<file path="src/rtl/mux8_rr_arbiter.sv">
// Round-robin arbiter for eight requesters sharing one 8:1 data mux; ARB_BURST_LIMIT_EN caps grant length at MAX_BURST.
// Latency: grant one cycle after a request is sampled; dout is combinational from registered sel/busy.
// Backpressure: none; a grant is held while its requester keeps req high and releases through one IDLE cycle.
module mux8_rr_arbiter #(
    parameter int MAX_BURST = 4
) (
    input  logic       clk,
    input  logic       rst_n,
    input  logic [7:0] req,
    input  logic [7:0] din,
    output logic [2:0] sel,
    output logic [7:0] gnt,
    output logic       busy,
    output logic       dout
);

    typedef enum logic {
        IDLE  = 1'b0,
        GRANT = 1'b1
    } state_t;

    state_t     state;
    logic [2:0] ptr;
    logic       found;
    logic [2:0] winner;
    logic       burst_end;

    if (MAX_BURST < 2 || MAX_BURST > 16) begin : g_bad_max_burst
        $error("mux8_rr_arbiter: MAX_BURST must be in 2..16");
    end

    // Scan from the highest offset down so the lowest offset from ptr wins last.
    always_comb begin
        found  = 1'b0;
        winner = ptr;
        for (int i = 7; i >= 0; i--) begin
            if (req[3'(ptr + 3'(i))]) begin
                found  = 1'b1;
                winner = 3'(ptr + 3'(i));
            end
        end
    end

`ifdef ARB_BURST_LIMIT_EN
    logic [3:0] burst_cnt;

    // burst_cnt counts completed GRANT cycles minus one, so the grant lasts exactly MAX_BURST cycles.
    assign burst_end = (burst_cnt == 4'(MAX_BURST - 1));
`else
    assign burst_end = 1'b0;
`endif

    always_ff @(posedge clk or negedge rst_n) begin
        if (!rst_n) begin
            state <= IDLE;
            sel   <= 3'd0;
            gnt   <= 8'h00;
            busy  <= 1'b0;
            ptr   <= 3'd0;
`ifdef ARB_BURST_LIMIT_EN
            burst_cnt <= 4'd0;
`endif
        end else begin
            case (state)
                IDLE: begin
                    if (found) begin
                        state <= GRANT;
                        sel   <= winner;
                        gnt   <= 8'(1) << winner;
                        busy  <= 1'b1;
                        ptr   <= 3'(winner + 3'd1);
`ifdef ARB_BURST_LIMIT_EN
                        burst_cnt <= 4'd0;
`endif
                    end
                end
                GRANT: begin
                    if (!req[sel] || burst_end) begin
                        state <= IDLE;
                        gnt   <= 8'h00;
                        busy  <= 1'b0;
                    end
`ifdef ARB_BURST_LIMIT_EN
                    else begin
                        burst_cnt <= burst_cnt + 4'd1;
                    end
`endif
                end
                default: begin
                    state <= IDLE;
                    gnt   <= 8'h00;
                    busy  <= 1'b0;
                end
            endcase
        end
    end

    assign dout = busy & din[sel];

endmodule
</file>
<file path="config.mk">
export PLATFORM = sky130hd
export DESIGN_NAME = mux8_rr_arbiter
export DESIGN_NICKNAME = d
export VERILOG_FILES = /design/src/rtl/mux8_rr_arbiter.sv
export SDC_FILE = /design/constraint.sdc
export NUM_CORES = 1
export LEC_CHECK = 0
export BUFFER_PORTS_ARGS = -buffer_cell sky130_fd_sc_hd__buf_4
export CAP_MARGIN = 5
export CORE_UTILIZATION = 52
export DETAILED_ROUTE_END_ITERATION = 12
export MAX_ROUTING_LAYER = met4
export PLACE_DENSITY = 0.77
export SETUP_SLACK_MARGIN = 0.05
export SLEW_MARGIN = 30
export SYNTH_ARGS = -nofsm -noshare
export SYNTH_HDL_FRONTEND = slang
export SYNTH_SLANG_ARGS = --single-unit
</file>
<file path="constraint.sdc">
create_clock -name clk -period 3.69 [get_ports clk]
set_clock_uncertainty 0.05 [all_clocks]
set_input_delay 0.5535 -clock clk [delete_from_list [all_inputs] [get_ports clk]]
set_output_delay 0.5535 -clock clk [all_outputs]
set_load 0.05 [all_outputs]
</file>
==> qor.tcl, run 1 <==
set qor(synth.lib_cells_used.distinct) 61
set qor(antennaDiodeCount) 0
set qor(synth.net_count) 199
set qor(fp-row-count) 21
set qor(synthDominantAreaCellType) {dfrtp_1}
set qor(dr.first_iter.drc_count) 113
set qor(maxSlewViolCount) 0
set qor(routabilityCongestion) 1.008
set qor(rr_worst_depth) 11
set qor(tritoncts_clock_tree) {yes}
set qor(crit_chain) {buf_4 -> ha_1 -> xor2_1 -> mux4_2 -> o21ai_1 -> or4_4 -> o2111ai_4 -> nor2_1 -> ha_1 -> nand2_1 -> o21ai_0}
set qor(syn_avg_cell_area_um2) 11.03
set qor(holdCritPathClass) {input port to asynchronous set/reset pin}
set qor(timing.critical_path.to_type) {flop}
set qor(synthesized_netlist_cell_count) 178
set qor(rsz0062_at_grt) {no}
set qor(cp_slowest_cell) {or4_4}
set qor(synth_enable_flop_cells) 0
set qor(final_period_minus_worst_setup_slack_ns) 3.296
set qor(critPathArrivalTime_ns) 3.35
set qor(synth_flop_cell) {dfrtp_1}
set qor(routed_wire_length_per_instance_um) 18.77
set qor(grt_pass1_vias) 1670
set qor(syn_area_um2) 1963
set qor(remaining_drc_errors) 0
set qor(post_drt_via_cell_ratio) 6.803
set qor(grt.overflow.total) 0
set qor(grt_start_max_net_pins) 22
set qor(critical-path-max-stage-delay_ns) 0.51
set qor(drt_wirelength_um) 4768
set qor(yosysWarnings) 0
set qor(async_s_r_ff_share_synth_pct) 100.0
set qor(firstDrtPassIters) 6
set qor(cp.depth) 11
set qor(timing.slew.headroom_pct) 62.54
set qor(fp.coreArea_um2) 3468
set qor(yosysTopAreaCellShare_pct) 20.40
set qor(setup.worst_path.class) {flop to flop}
set qor(hold_viol_final) 0
set qor(buffer_ports.inserted) 30
set qor(vias) 1728
set qor(finalNetCount) 230
set qor(clockRootBuffer) {clkbuf_8}
set qor(ctsResizeCount) 0
set qor(worst_path_most_repeated_cell) {ha_1}
set qor(final.setup.tns_ns) 0
set qor(grtUsageTotal_pct) 26.51
set qor(seq_area_frac_synth_pct) 20.40
set qor(clk_pin_slew_worst_paths_ns) 0.07
set qor(vertical_die_dimension_um) 63.45
set qor(status) {completed}
set qor(finalSetupViolations) 0
set qor(yosys-top-cells-area) {dfrtp_1, mux4_2, mux2i_1, mux4_1, mux2_2}
set qor(die-width_um) 63.45
set qor(ant_nets) 0
set qor(max_cap_violations) 0
set qor(critical-path-top-delay-family) {simple AND/OR/NAND/NOR gates}
set qor(post-route-period-util_pct) 89.32
set qor(hpwlAfterDp_um) 3642
set qor(cts-buffers-inserted) 3
set qor(cp.buffers_inverters) 1
set qor(initial_util_pct) 56.60
set qor(post_route_cells_drive_above_1_share_pct) 35.10
set qor(areaGrowthSynthToFinish_pct) 14.21
set qor(numClockSinks) 16
set qor(worst-path-max-fanout) 21
set qor(source_to_sink_clock_delay_at_the_later_pin_of_the_worst_skew_pair_ns) 0.25
set qor(grt_antenna_before_repair) 0
set qor(fmax_mhz) 303.4
set qor(postCtsSetupRepairBufs) 0
set qor(clock_tree.htree_level_count) 1
set qor(timing_worst_slew_pin_value_ns) 0.5619
set qor(grt_first_pass_wirelength_um) 8162
set qor(io-pin-count) 31
set qor(worstPathRequired_ns) 3.75
set qor(worstSetupStartpointType) {flop}
set qor(area_of_the_die_um2) 4025
set qor(synth.ff_latch_count) 16
set qor(cts-hold-fix-buffers) 0
set qor(cts-root-to-sink-buffers) 2
[per-layer routing]
metal | part of all wire [%] | wire [um] | up-vias | global-route usage (%)
li1 | - | - | 784 | -
met1 | 42 | 2021 | 857 | 37.27
met2 | 49 | 2335 | 81 | 40.69
met3 | 7.9 | 377 | 6 | 4.167
met4 | 0.69 | 33 | 0 | 5.114
met5 | 0 | 0 | - | -
[flip-flops by register name (all words and copies together), names as in the netlist]
register and count:
gnt 8, ptr 3, sel 3, busy 1, state 1
[worst reg2reg max path, stage by stage (launching register included)]
cell	delay [ns]
dfrtp_1	0.35
buf_4	0.29
ha_1	0.35
xor2_1	0.49
mux4_2	0.36
o21ai_1	0.09
or4_4	0.51
o2111ai_4	0.15
nor2_1	0.11
ha_1	0.28
nand2_1	0.05
o21ai_0	0.08
[cells in the final DEF, fill, tap and decap left out, types with 2 or more instances in the layout]
| cell | Yosys | final |
|---|---|---|
| a211oi_1 | 3 | 3 |
| a32o_1 | 4 | 4 |
| nor2_1 | 13 | 13 |
| clkbuf_8 | 2 | 4 |
| mux2i_1 | 16 | 16 |
| ha_1 | 3 | 3 |
| nand2b_1 | 4 | 4 |
| mux4_2 | 11 | 11 |
| nor3_1 | 6 | 6 |
| mux4_1 | 6 | 6 |
| o2bb2ai_1 | 2 | 2 |
| mux2i_4 | 2 | 2 |
| o2111a_1 | 2 | 2 |
| buf_4 | 1 | 38 |
| a21oi_1 | 9 | 9 |
| o41a_1 | 2 | 2 |
| a221oi_1 | 3 | 3 |
| inv_1 | 5 | 5 |
| mux2_2 | 5 | 5 |
| nand3_1 | 4 | 4 |
| dfrtp_1 | 16 | 16 |
| nand2_1 | 12 | 12 |
| o21ai_0 | 6 | 6 |
[cell type report]
cell class,count,area (um2)
Clock buffer,4,55.05
Fill cell,294,1226
Inverter,6,22.52
Multi-Input combinational cell,144,1421
Sequential cell,16,400.4
Tap cell,46,57.56
Timing Repair Buffer,38,285.3
[metrics by stage]
step           hold WS, ns  setup slack, ns  cell area, um2  util [%]  instances
6_report           0.09581           0.3942            2242     64.65        254
3_3_place_gp        0.3697           0.3800            2187     63.06        250
2_1_floorplan       0.2079          0.09269            1963         -        178
3_5_place_dp        0.3713           0.4106            2187     63.06        250
4_1_cts            0.09869           0.3858            2242     64.65        254
5_1_grt             0.1088           0.1051            2242     64.65        254
[worst paths after layout]
path                        start  endpoint  slack, ns
min in group clk           gnt[2]    gnt[2]       0.44
hold / removal              rst_n      busy        0.1
setup reg to reg           ptr[0]    ptr[2]       0.39
setup / recovery           ptr[0]    ptr[2]       0.39
max in group asynchronous   rst_n    gnt[2]       3.31
hold reg to reg            gnt[2]    gnt[2]       0.44
[cells in the mapped netlist (all sizes together), types with 2 or more instances]
cell type / n
mux2: 6
o2111ai: 2
nand3b: 2
a221oi: 3
xnor2: 2
a211oi: 4
clkbuf: 5
mux2i: 18
inv: 5
o41a: 2
nand2: 12
a211o: 2
a21oi: 9
ha: 3
nor3: 6
a32o: 4
and2: 2
nor2: 14
a31oi: 2
o2bb2ai: 2
mux4: 17
o2111a: 2
and3: 2
o21ai: 7
nand2b: 4
dfrtp: 16
buf: 7
nand3: 4
[logic make-up after synthesis]
kind of cell | count (synthesis) | synth area share (%)
mux | 41 | 34.73
xor+xnor | 3 | 1.721
buf+inv | 18 | 7.202
fa+ha+maj | 3 | 1.912
simple gates | 50 | 13.07
flops | 16 | 20.39
compound gates | 47 | 20.97
Power of run 1 is left out: the tool's default activity adds up to more than one toggle a clock period on the data nets, which glitch-free logic cannot reach.
==> run 2: changes to the inputs <==
--- a/config.mk
+++ b/config.mk
@@ -7,10 +7,11 @@
 export LEC_CHECK = 0
 export BUFFER_PORTS_ARGS = -buffer_cell sky130_fd_sc_hd__buf_4
 export CAP_MARGIN = 5
-export CORE_UTILIZATION = 52
+export CORE_UTILIZATION = 53
+export CTS_BUF_LIST = sky130_fd_sc_hd__clkbuf_8
 export DETAILED_ROUTE_END_ITERATION = 12
 export MAX_ROUTING_LAYER = met4
-export PLACE_DENSITY = 0.77
+export PLACE_DENSITY = 0.78
 export SETUP_SLACK_MARGIN = 0.05
 export SLEW_MARGIN = 30
 export SYNTH_ARGS = -nofsm -noshare
==> run 2 against run 1 <==
  * Clock-buffer cell count stayed put
  * Critical path depth stayed put
  * Setup slack better by 0.076 ns
  * Via count is 2.1% lower
  * Die area is 1.8% lower
  * Critical endpoint unchanged
==> qor.tcl, run 2 (synthesis gave the netlist of run 1 again) <==
set qor(clock_tree.htree_level_count) 1 ;# unchanged
set qor(hpwlAfterDp_um) 3619 ;# was 3642 um
set qor(post_route_cells_drive_above_1_share_pct) 34.78 ;# was 35.10%
set qor(globalRouteMet3Util_pct) 4.197 ;# was 4.167%
set qor(grtUsageTotal_pct) 27.32 ;# was 26.51%
set qor(timing.hold.ws_ns) 0.09389 ;# was 0.09581 ns
set qor(drt_wirelength_um) 4748 ;# was 4768 um
set qor(holdCritPathClass) {input port to asynchronous set/reset pin} ;# unchanged
set qor(hold_viol_final) 0 ;# unchanged
set qor(final_period_minus_worst_setup_slack_ns) 3.220 ;# was 3.296 ns
set qor(layout.cells.most_common_list) {buf_4, mux2i_1, dfrtp_1} ;# unchanged
set qor(dr.first_iter.drc_count) 142 ;# was 113
set qor(clk_pin_slew_worst_paths_ns) 0.06 ;# was 0.07 ns
set qor(initial_util_pct) 57.03 ;# was 56.60%
set qor(grt.overflow.total) 0 ;# unchanged
set qor(final.setup.tns_ns) 0 ;# unchanged
set qor(fmax_mhz) 310.6 ;# was 303.4 MHz
set qor(use_met2_pct) 42.61 ;# was 40.69%
set qor(finalSetupViolations) 0 ;# unchanged
set qor(routabilityCongestion) 0.9422 ;# was 1.008
set qor(flip_flop_count_of_the_largest_register_all_copies_and_words_added) 8 ;# unchanged
set qor(vias) 1691 ;# was 1728
set qor(place_inst) 249 ;# was 250
set qor(most_frequent_standard_cell_in_the_layout_excluding_fill_and_tap_cells) {buf_4} ;# unchanged
set qor(ctsResizeCount) 0 ;# unchanged
set qor(cts-root-to-sink-buffers) 2 ;# unchanged
set qor(vertical_die_dimension_um) 62.86 ;# was 63.45 um
set qor(worst-path-max-fanout) 31 ;# was 21
set qor(worstSetupStartpointType) {flop} ;# unchanged
set qor(cts-hold-fix-buffers) 0 ;# unchanged
set qor(buffer_ports.inserted) 30 ;# unchanged
set qor(ant_nets) 0 ;# unchanged
set qor(grt_start_max_net_pins) 32 ;# was 22
set qor(clockRootBuffer) {clkbuf_8} ;# unchanged
set qor(setup.worst_path.class) {flop to flop} ;# unchanged
set qor(io-pin-count) 31 ;# unchanged
set qor(critPathArrivalTime_ns) 3.31 ;# was 3.35 ns
set qor(die-width_um) 62.86 ;# was 63.45 um
set qor(grt_pass1_vias) 1638 ;# was 1670
set qor(rsz0062_at_grt) {no} ;# unchanged
set qor(source_to_sink_clock_delay_at_the_later_pin_of_the_worst_skew_pair_ns) 0.25 ;# about the same
set qor(post-route-period-util_pct) 87.25 ;# was 89.32%
set qor(fp.coreArea_um2) 3442 ;# was 3468 um2
set qor(reg.largest.list) {gnt x8, ptr x3, sel x3} ;# unchanged
set qor(timing.reg2reg.setup_slack_ns) 0.47 ;# was 0.39 ns
set qor(timing_worst_slew_pin_value_ns) 0.6615 ;# was 0.5619 ns
set qor(cp-startpoint) {ptr[0]} ;# unchanged
set qor(max_cap_violations) 0 ;# unchanged
set qor(finalNetCount) 229 ;# was 230
set qor(timing.critical_path.to_type) {flop} ;# unchanged
set qor(routed_wire_length_per_instance_um) 18.77 ;# about the same
set qor(maxSlewViolCount) 0 ;# unchanged
set qor(gr_met1_demand_resource_pct) 38.06 ;# was 37.27%
set qor(stdcell_count) 253 ;# was 254
set qor(tritoncts_clock_tree) {yes} ;# unchanged
set qor(antennaDiodeCount) 0 ;# unchanged
set qor(most_crowded_layer_gr) {met2} ;# unchanged
set qor(fp-row-count) 21 ;# unchanged
set qor(timing.slew.headroom_pct) 55.90 ;# was 62.54%
set qor(largest_register) {gnt} ;# unchanged
set qor(firstDrtPassIters) 5 ;# was 6
set qor(status) {completed} ;# unchanged
set qor(critical_path.reg2reg.startpoint) {ptr[0]} ;# unchanged
set qor(remaining_drc_errors) 0 ;# unchanged
set qor(numClockSinks) 16 ;# unchanged
set qor(postCtsSetupRepairBufs) 0 ;# unchanged
set qor(post_drt_via_cell_ratio) 6.684 ;# was 6.803
set qor(areaGrowthSynthToFinish_pct) 14.47 ;# was 14.21%
set qor(grt_antenna_before_repair) 0 ;# unchanged
set qor(worstPathRequired_ns) 3.78 ;# was 3.75 ns
set qor(area_of_the_die_um2) 3951 ;# was 4025 um2
set qor(grt_first_pass_wirelength_um) 8245 ;# was 8162 um
set qor(cts-buffers-inserted) 3 ;# unchanged
==> run 2: cell types whose count changed in the layout (fill, tap and decap cells not counted), sizes merged <==
cell  before  now
buf       38   37
==> run 2: worst max-delay path: stages, from the launching register on <==
cell and delay [ns]:
dfrtp_1 0.39, buf_12 0.21, ha_1 0.34, xor2_1 0.46, mux2_4 0.37, a2111o_1 0.39, a31oi_1 0.21, a41oi_2 0.09
nor2_1 0.20, ha_1 0.25, nand2_1 0.05, o21ai_0 0.07
==> run 2: worst paths after layout <==
kind | end | cells past startpoint
setup / recovery | ptr[2] | 11
hold / removal | gnt[6] | 1
setup reg to reg | ptr[2] | 11
hold reg to reg | gnt[1] | 1
max in group asynchronous | ptr[0] | 1
min in group clk | gnt[1] | 1
==> run 2: per-layer routing <==
layer  wire [um]  up-vias
met3         333        7
met2        2340       74
met1        2015      830
met4          59        0
li1            -      780
met5           0        -
==> run 2: layout make-up <==
type                       count  area [um2]
clock buffer                   4       55.05
fill                         269        1195
inverter                       6       22.52
multi-input combinational    144        1421
sequential                    16       400.4
tap                           46       57.56
timing repair buffer          37       290.3
==> run 2: through the flow <==
step                cell area, um2  utilization [%]  worst slack (ns)
floorplan                     1963                -           0.09269
global placement              2192            63.69            0.5358
detailed placement            2192            63.69            0.4916
CTS                           2247            65.29            0.4770
global route                  2247            65.29            0.2217
finish                        2247            65.29            0.4703
Power of run 2 is left out for the same reason.
==> run 3: changes to the inputs <==
--- a/config.mk
+++ b/config.mk
@@ -7,11 +7,11 @@
 export LEC_CHECK = 0
 export BUFFER_PORTS_ARGS = -buffer_cell sky130_fd_sc_hd__buf_4
 export CAP_MARGIN = 5
-export CORE_UTILIZATION = 53
+export CORE_UTILIZATION = 45
 export CTS_BUF_LIST = sky130_fd_sc_hd__clkbuf_8
 export DETAILED_ROUTE_END_ITERATION = 12
 export MAX_ROUTING_LAYER = met4
-export PLACE_DENSITY = 0.78
+export PLACE_DENSITY = 0.66
 export SETUP_SLACK_MARGIN = 0.05
 export SLEW_MARGIN = 30
 export SYNTH_ARGS = -nofsm -noshare
==> constraint.sdc (replaced) <==
create_clock -name clk -period 4.16 [get_ports clk]
set_clock_uncertainty 0.05 [all_clocks]
set_input_delay 0.624 -clock clk [delete_from_list [all_inputs] [get_ports clk]]
set_output_delay 0.624 -clock clk [all_outputs]
set_load 0.05 [all_outputs]
==> run 3 against run 2 <==
  * Design area down 0.33%
  * Highest routed layer unchanged
  * Hold slack better by 0.077 ns
  * Final cell count grew 1.6%
  * Sequential share of layout area up 0.060 points
  * Critical path type unchanged
  * Critical path depth unchanged
  * Critical endpoint unchanged
  * Via count rose by 2.0%
  * Sequential cell count unchanged
  * Fmax down 8.8%
==> qor.tcl, run 3 (synthesis gave the netlist of run 1 again) <==
set qor(maxSlewViolCount) 0 ;# unchanged
set qor(grt_first_pass_wirelength_um) 9052 ;# was 8245 um
set qor(stdcell_count) 257 ;# was 253
set qor(areaGrowthSynthToFinish_pct) 14.09 ;# was 14.47%
set qor(post_drt_via_cell_ratio) 6.712 ;# was 6.684
set qor(vias) 1725 ;# was 1691
set qor(ant_nets) 0 ;# unchanged
set qor(fmax_mhz) 283.3 ;# was 310.6 MHz
set qor(firstDrtPassIters) 5 ;# unchanged
set qor(max_cap_violations) 0 ;# unchanged
set qor(fp.coreArea_um2) 4086 ;# was 3442 um2
set qor(flip_flop_count_of_the_largest_register_all_copies_and_words_added) 8 ;# unchanged
set qor(place_inst) 253 ;# was 249
set qor(worstSetupStartpointType) {flop} ;# unchanged
set qor(worst-path-max-fanout) 10 ;# was 31
set qor(routabilityCongestion) 0.9461 ;# was 0.9422
set qor(timing.slew.headroom_pct) 51.93 ;# was 55.90%
set qor(buffer_ports.inserted) 30 ;# unchanged
set qor(timing.hold.ws_ns) 0.1712 ;# was 0.09389 ns
set qor(remaining_drc_errors) 0 ;# unchanged
set qor(hold_viol_final) 0 ;# unchanged
set qor(layout.cells.most_common_list) {buf_4, mux2i_1, dfrtp_1} ;# unchanged
set qor(drt_wirelength_um) 5536 ;# was 4748 um
set qor(grt_pass1_vias) 1786 ;# was 1638
set qor(finalSetupViolations) 0 ;# unchanged
set qor(status) {completed} ;# unchanged
set qor(grtUsageTotal_pct) 27.68 ;# was 27.32%
set qor(finalNetCount) 229 ;# unchanged
set qor(worstPathRequired_ns) 4.22 ;# was 3.78 ns
set qor(critPathArrivalTime_ns) 3.59 ;# was 3.31 ns
set qor(final.setup.tns_ns) 0 ;# unchanged
set qor(vertical_die_dimension_um) 68.05 ;# was 62.86 um
set qor(hpwlAfterDp_um) 3956 ;# was 3619 um
set qor(most_frequent_standard_cell_in_the_layout_excluding_fill_and_tap_cells) {buf_4} ;# unchanged
set qor(postCtsSetupRepairBufs) 0 ;# unchanged
set qor(die-width_um) 68.05 ;# was 62.86 um
set qor(post-route-period-util_pct) 84.84 ;# was 87.25%
set qor(dr.first_iter.drc_count) 117 ;# was 142
set qor(tritoncts_clock_tree) {yes} ;# unchanged
set qor(ctsResizeCount) 0 ;# unchanged
set qor(cts-root-to-sink-buffers) 2 ;# unchanged
set qor(largest_register) {gnt} ;# unchanged
set qor(grt.overflow.total) 0 ;# unchanged
set qor(post_route_cells_drive_above_1_share_pct) 34.78 ;# unchanged
set qor(final_period_minus_worst_setup_slack_ns) 3.529 ;# was 3.220 ns
set qor(initial_util_pct) 48.04 ;# was 57.03%
set qor(antennaDiodeCount) 0 ;# unchanged
set qor(cts-hold-fix-buffers) 0 ;# unchanged
set qor(grt_start_max_net_pins) 18 ;# was 32
set qor(grt_antenna_before_repair) 0 ;# unchanged
set qor(utilization_pct) 54.81 ;# was 65.29%
set qor(holdCritPathClass) {input port to asynchronous set/reset pin} ;# unchanged
set qor(clockRootBuffer) {clkbuf_8} ;# unchanged
set qor(numClockSinks) 16 ;# unchanged
set qor(timing.critical_path.to_type) {flop} ;# unchanged
set qor(clock_tree.htree_level_count) 1 ;# unchanged
set qor(fill_cells) 360 ;# was 269
set qor(rsz0062_at_grt) {no} ;# unchanged
set qor(reg.largest.list) {gnt x8, ptr x3, sel x3} ;# unchanged
set qor(io-pin-count) 31 ;# unchanged
set qor(fp-row-count) 23 ;# was 21
set qor(area_of_the_die_um2) 4631 ;# was 3951 um2
set qor(clk_pin_slew_worst_paths_ns) 0.07 ;# was 0.06 ns
set qor(source_to_sink_clock_delay_at_the_later_pin_of_the_worst_skew_pair_ns) 0.25 ;# about the same
set qor(setup.worst_path.class) {flop to flop} ;# unchanged
set qor(timing_worst_slew_pin_value_ns) 0.7009 ;# was 0.6615 ns
set qor(cts-buffers-inserted) 3 ;# unchanged
set qor(routed_wire_length_per_instance_um) 21.54 ;# was 18.77 um
==> run 3: area by class of cell <==
cell class	count	area, um2	share of cell area, %
Sequential cell	16	400.4	17.88
Timing Repair Buffer	37	277.8	12.40
Multi-Input combinational cell	144	1421	63.46
Clock buffer	4	55.05	2.458
Tap cell	50	62.56	2.793
Inverter	6	22.52	1.006
==> run 3: path summary, 6_finish.rpt <==
kind	cells after the start	slack, ns	startpoint	to
setup reg to reg	11	0.63	ptr[0]	ptr[2]
setup / recovery	11	0.63	ptr[0]	ptr[2]
hold reg to reg	1	0.45	gnt[1]	gnt[1]
hold / removal	1	0.17	rst_n	gnt[0]
max in group asynchronous	1	3.70	rst_n	ptr[0]
min in group clk	1	0.45	gnt[1]	gnt[1]
==> run 3: worst max-delay path: stages (launching register included) <==
cell,delay [ns]
dfrtp_1,0.57
inv_1,0.13
ha_1,0.42
mux4_1,0.70
mux2i_4,0.19
o21ai_1,0.12
or4_4,0.52
o2111ai_4,0.15
nor2_1,0.10
ha_1,0.29
nand2_1,0.07
o21ai_0,0.08
==> run 3: per-layer routing <==
layer	track usage (%)	vias up	share of wire, %
met5	-	-	0
met4	11.46	0	2.6
met3	2.000	12	3.2
met1	34.36	878	42
li1	-	770	-
met2	46.45	65	52
==> run 3: metrics by stage <==
stage / worst slack, ns / cell area (um2)
finish: 0.6306 / 2240
CTS: 0.6793 / 2240
floorplan: 0.5627 / 1963
global route: 0.4262 / 2240
detailed placement: 0.7090 / 2185
global placement: 0.8444 / 2185
Power of run 3 is left out for the same reason.
